**src/rtl/status_reg_if.sv**
```systemverilog
// ALU-flag / control bus between the 6502 controller (master) and the status register (slave).
// Carries the per-op flag update request, flag/load/interrupt controls, and the visible P outputs.
interface status_reg_if;
  logic       upd_en;
  logic [7:0] upd_mask;
  logic [7:0] alu_status;
  logic       flag_op_en;
  logic [2:0] flag_op;
  logic       load_en;
  logic [7:0] db_in;
  logic       irq_entry;
  logic       brk_push;
  logic [7:0] p;
  logic [7:0] p_push;
  logic       pend;

  modport master (
    output upd_en, upd_mask, alu_status, flag_op_en, flag_op,
           load_en, db_in, irq_entry, brk_push,
    input  p, p_push, pend
  );

  modport slave (
    input  upd_en, upd_mask, alu_status, flag_op_en, flag_op,
           load_en, db_in, irq_entry, brk_push,
    output p, p_push, pend
  );
endinterface

```
**src/rtl/status_reg.sv**
```systemverilog
// 6502 P register: ALU flags merge 2 cycles after issue (1 with STATUS_BYPASS_EN); no backpressure.
// Per-bit priority rst > load > irq_entry > flag_op > pending ALU apply; bit5 always 1, bit4 never stored.
module status_reg #(
  parameter logic [7:0] RESET_P = 8'h24
) (
  input logic         clk,
  input logic         rst,
  status_reg_if.slave bus
);

  localparam logic [7:0] ALU_BITS = 8'hC3;

  logic [7:0] p_q, p_d;
  logic [7:0] pmask_q, pmask_d;
  logic       pend_q, pend_d;
  logic [7:0] p_vis;

  // Lowest-priority source is written first so higher ones overwrite only their own bits.
  always_comb begin
    p_d = p_q;
    if (pend_q) begin
      p_d = (p_q & ~pmask_q) | (bus.alu_status & pmask_q);
    end
    if (bus.flag_op_en) begin
      case (bus.flag_op)
        3'b000:  p_d[0] = 1'b0;
        3'b001:  p_d[0] = 1'b1;
        3'b010:  p_d[2] = 1'b0;
        3'b011:  p_d[2] = 1'b1;
        3'b100:  p_d[6] = 1'b0;
        3'b101:  p_d[3] = 1'b0;
        3'b110:  p_d[3] = 1'b1;
        default: ;
      endcase
    end
    if (bus.irq_entry) begin
      p_d[2] = 1'b1;
    end
    if (bus.load_en) begin
      p_d = {bus.db_in[7:6], 1'b1, p_q[4], bus.db_in[3:0]};
    end
    p_d[5] = 1'b1;
    p_d[4] = 1'b0;

    pend_d  = bus.upd_en & ~bus.load_en;
    pmask_d = pend_d ? (bus.upd_mask & ALU_BITS) : 8'h00;
  end

  always_ff @(posedge clk) begin
    if (rst) begin
      p_q     <= (RESET_P | 8'h20) & 8'hEF;
      pmask_q <= 8'h00;
      pend_q  <= 1'b0;
    end else begin
      p_q     <= p_d;
      pmask_q <= pmask_d;
      pend_q  <= pend_d;
    end
  end

`ifdef STATUS_BYPASS_EN
  assign p_vis = pend_q ? ((p_q & ~pmask_q) | (bus.alu_status & pmask_q)) : p_q;
`else
  assign p_vis = p_q;
`endif

  assign bus.p      = p_vis;
  assign bus.p_push = {p_vis[7:6], 1'b1, bus.brk_push, p_vis[3:0]};
  assign bus.pend   = pend_q;

endmodule

```
**src/flat_wrapper.sv**
```systemverilog
// flat-port wrapper written by rule: the top's interface ports become plain ports
module status_reg_flat 
#(
  parameter logic [7:0] RESET_P = 8'h24
)
  (clk, rst, bus_upd_en, bus_upd_mask, bus_alu_status, bus_flag_op_en, bus_flag_op, bus_load_en, bus_db_in, bus_irq_entry, bus_brk_push, bus_p, bus_p_push, bus_pend);
  status_reg_if bus_i ();
  input logic clk;
  input logic rst;
  input wire logic [$bits(bus_i.upd_en)-1:0] bus_upd_en;
  input wire logic [$bits(bus_i.upd_mask)-1:0] bus_upd_mask;
  input wire logic [$bits(bus_i.alu_status)-1:0] bus_alu_status;
  input wire logic [$bits(bus_i.flag_op_en)-1:0] bus_flag_op_en;
  input wire logic [$bits(bus_i.flag_op)-1:0] bus_flag_op;
  input wire logic [$bits(bus_i.load_en)-1:0] bus_load_en;
  input wire logic [$bits(bus_i.db_in)-1:0] bus_db_in;
  input wire logic [$bits(bus_i.irq_entry)-1:0] bus_irq_entry;
  input wire logic [$bits(bus_i.brk_push)-1:0] bus_brk_push;
  output wire logic [$bits(bus_i.p)-1:0] bus_p;
  output wire logic [$bits(bus_i.p_push)-1:0] bus_p_push;
  output wire logic [$bits(bus_i.pend)-1:0] bus_pend;
  assign bus_i.upd_en = bus_upd_en;
  assign bus_i.upd_mask = bus_upd_mask;
  assign bus_i.alu_status = bus_alu_status;
  assign bus_i.flag_op_en = bus_flag_op_en;
  assign bus_i.flag_op = bus_flag_op;
  assign bus_i.load_en = bus_load_en;
  assign bus_i.db_in = bus_db_in;
  assign bus_i.irq_entry = bus_irq_entry;
  assign bus_i.brk_push = bus_brk_push;
  assign bus_p = bus_i.p;
  assign bus_p_push = bus_i.p_push;
  assign bus_pend = bus_i.pend;
  status_reg #(.RESET_P(RESET_P)) u_core (.clk(clk), .rst(rst), .bus(bus_i));
endmodule
```
**config.mk**
```make
export PLATFORM = sky130hd
export DESIGN_NAME = status_reg_flat
export DESIGN_NICKNAME = d
export VERILOG_FILES = /design/src/rtl/status_reg_if.sv /design/src/rtl/status_reg.sv /design/src/flat_wrapper.sv
export SDC_FILE = /design/constraint.sdc
export NUM_CORES = 1
export LEC_CHECK = 0
export CAP_MARGIN = 10
export CORE_MARGIN = 1.5
export CORE_UTILIZATION = 32
export DETAILED_ROUTE_END_ITERATION = 7
export PLACE_DENSITY = 0.83
export SYNTH_ARGS = -nofsm -noshare
export SYNTH_HDL_FRONTEND = slang
export SYNTH_SLANG_ARGS = --single-unit
export TNS_END_PERCENT = 1
```
**constraint.sdc**
```tcl
create_clock -name clk -period 2.7 [get_ports clk]
set_clock_uncertainty 0.1 [all_clocks]
set_input_delay 0.81 -clock clk [delete_from_list [all_inputs] [get_ports clk]]
set_output_delay 0.81 -clock clk [all_outputs]
set_load 0.02 [all_outputs]
```
# Word level (Yosys, flattened, before mapping)
# Cells that the tools add are included.
# Widths: inputs -> output; s select.
[word_totals] input_bits=34 register_bits=17 out_inout_bits=17
[classes] n_mux=10 n_eq_ne=6 reduce_logical=3 bitwise=7
[ops] operator="$and 8x8->8" count=2
[ops] operator="$mux 8" count=2
[ops] operator="$eq 3x3->1 const B" count=3
[ops] operator="$not 8->8" count=1
[ops] operator="$or 8x8->8" count=1
[ops] operator="$eq 3x2->1 const B" count=2
[ops] operator="$pmux 1 s2" count=3
[ops] operator="$mux 1" count=4
[ops] operator="$eq 3x1->1 const B" count=1
[ops] operator="$logic_not 3->1" count=1
[ops] operator="$mux 2" count=1
[ops] operator="$not 1->1" count=2
[ops] operator="$reduce_bool 2->1" count=1
[ops] operator="$reduce_or 2->1" count=1
[ops] operator="$and 1x1->1" count=1

# Longest topological paths before layout
[logic_depth] depth_word=8 mapped_depth=3 mapped_depth_nobuf=3

# Worst setup path before layout
# Ideal clock, no wire load.
[synth_path] path_type="input port to output port" startpoint="input bus_brk_push" endpoint="output bus_p_push[4]" slack_ns=0.846 n_path_buf=1 stages=1 arrival_time_ns=0.944 cell_sequence="buf_4"
[synth_rtl] element="start: declaration" line_no="flat_wrapper.sv:18" rtl="input wire logic [$bits(bus_i.brk_push)-1:0] bus_brk_push;"
[synth_rtl] element="end: declaration" line_no="flat_wrapper.sv:20" rtl="output wire logic [$bits(bus_i.p_push)-1:0] bus_p_push;"
# No word-level cell between the ends.

# Final worst setup path
[layout_path] startpoint="register u_core.pend_q (netlist: u_core.bus.pend)" endpoint="output bus_pend"
[layout_rtl] element="start: declaration" line_no="status_reg.sv:15" rtl="logic pend_q, pend_d;"
[layout_rtl] element="start signal: assignment" line_no="status_reg.sv:57" rtl="pend_q <= pend_d;"
[layout_rtl] element="end: declaration" line_no="flat_wrapper.sv:21" rtl="output wire logic [$bits(bus_i.pend)-1:0] bus_pend;"
# No word-level cell between the ends.

==> results.md <==
* Final hold viol count at 0
* Die area at 2024 sq um
* Io pins at 51
* Post-layout min period at 2284 ps
* H-tree levels at 1
* Hold Buf Count CTS at 0
* Worst-path clk slew at 70 ps
* Slowest Stage Delay on Critical Path at 650 ps
* Die width at 44.99 um
* CTS Buf Count at 3
* Worst path bufs/invs at 1
* Post-CTS Setup Bufs at 0
* Diode count at 0
* GRT overflow at 0
* Pint at 0.2896 mW
* Initial antenna violation count at 0
* Layout area overhead at 58.98%
* Seq/Total Area, Yosys at 39.02%
* Max-Cap Viols at 0
* DR vias at 540
* Post-CTS Resized at 0
* CTS Buffer Depth at 2
* Detailed Routing Iterations Pass 1 at 4
* Drt wl/cell at 12.38 um
* Wire length on met3 at 84 um
* Status: complete, no violations
* First-pass GRT wire length at 2083 um
* DR WL met2 at 733 um
* Final GP Congestion at 0.7843
* Async S/R FF share, synth at 0%
* Area contributors post-synth: dfxtp_1 39%, buf_4 13%, a311oi_1 4.7%
* Latest clock arrival within the worst-skew pair at 260 ps
* Top Metal Used: met4
* Sw frac at 25.95%
* Final clock period utilization by the worst path at 84.59%
* PortBufs at 35
* Worst Setup Start Kind: flip-flop
* Post-DP Area at 870.8 sq um
* Clock power share at 27.9%
* Synth cell types at 22
* Largest driver fanout on the critical path at 8
* Initial DRC count at 8
* Mapped Cells at 63
* Post-Syn Area at 564.3 sq um
* Core Area at 1577 sq um
* Final WL at 1349 um
* Lkg Pwr at 0.3357 nW
* Post-route ant nets at 0
* Remaining DRCs at 0
* DR vias/cell at 4.954
* Synthesized area per cell at 8.957 sq um
* Hold slack at 407.9 ps
* Power Total at 0.3911 mW
* EDFF count, synth at 0
* Ys flop type: dfxtp_1
* Starting Density at 35.79%
* Hold Path Class: reg2reg
* Crit Path Category: reg2out
* Layout cells sized above 1 at 6.452%
* Fmax at 0.4379 GHz
* Combinational power share at 27.0%
* Post-DP HPWL at 1072 um
* Die H at 44.99 um
* Flops & latches, synth at 11
* Max VDD drop at 0.0001934 V
* GRT Total Usage at 15.59%
* Number of global-route vias before repair at 504
* Most common cell in the netlist: dfxtp_1
* Final instance area at 897.1 sq um
* Pwr Density at 436.0 nW/um^2
* # rows at 14
* Highest-delay cell along the critical path: clkdlybuf4s50_1
* P_sw at 0.1015 mW
* WP data arrival at 1370 ps
* Leading area contributor after synthesis: dfxtp_1
* Met1 WL at 487 um
* Fin util at 56.90%
* Largest net degree at the start of global routing at 13
* Setup_tns at 0 ps
* CP Capture Type: output pin
* Critical-path cell list: clkdlybuf4s50_1
* Cell family with most CP delay: buffers and inverters
* Synth top area share at 39.02%
* Synth warn at 0
* CTS sink count at 11
* Root buffer cell: clkbuf_4
* Final setup fails at 0
* RSZ-0062 raised after global routing: false
* Clock tree from TritonCTS: built
* Sequential power share at 45.1%
* Synth cell count leaders: 11 x dfxtp_1, 10 x buf_4, 5 x nand2_1
* Final-report max-slew violation count at 0
* Required @ worst endpoint at 1790 ps
* Nets@finish at 128
[per-stage QoR]
stage | setup WS [ps] | instances
floorplan | 846.0 | 64
global placement | 292.4 | 105
detailed placement | 299.5 | 105
CTS | 405.9 | 109
global route | 334.7 | 109
finish | 416.2 | 109
[registers in the layout (all words and copies together) (netlist names)]
register and cells:
u_core.bus.p 6, u_core.bus.pend 1, u_core.pmask_q 4
[placed cells by master (no fill, tap or decap), drive strengths merged, types with 3 or more instances in the layout]
cell type	n
nand2	5
clkdlybuf4s50	35
conb	3
nor3	4
a311oi	3
dfxtp	11
clkbuf	4
and2	4
nor2b	3
[cells by family after synthesis]
group                  after synthesis  share of synthesized area [%]
AOI/OAI and AO/OA                   11                          15.30
and+or+nand+nor                     26                          27.94
DFF                                 11                          39.02
other                                2                          1.331
muxes                                1                          1.774
buffers and inverters               12                          14.63
[per-layer routing]
metal	track usage, %	vias up
met5	0	-
met4	14.12	0
li1	-	274
met2	24.57	25
met3	7.200	4
met1	14.99	237
[power groups by stage]
stage,clock [mW],sequential [mW],combinational (mW)
6_report,0.109,0.177,0.105
5_1_grt,0.125,0.177,0.113
4_1_cts,0.115,0.177,0.106
3_5_place_dp,0,0.181,0.106
3_3_place_gp,0,0.180,0.104
2_1_floorplan,0,0.188,0.0460
[layout make-up]
cell class / count / area (sq um)
clock buffers: 4 / 26.28
fillers: 142 / 679.4
multi-input cells: 41 / 265.3
flip-flops and latches: 11 / 220.2
well taps: 16 / 20.02
repair buffers: 37 / 365.4
[worst paths after layout]
path              cells after the start  slack (ps)                  startpoint                          to
setup / recovery                      1         420  u_core.bus.pend$_SDFF_PP0_                    bus_pend
hold reg to reg                       2         410  u_core.bus.p[2]$_SDFF_PP1_  u_core.bus.p[2]$_SDFF_PP1_
setup reg to reg                      3        1530  u_core.bus.pend$_SDFF_PP0_  u_core.bus.p[0]$_SDFF_PP0_
hold / removal                        2         410  u_core.bus.p[2]$_SDFF_PP1_  u_core.bus.p[2]$_SDFF_PP1_
(Power assumes the default switching activity.)
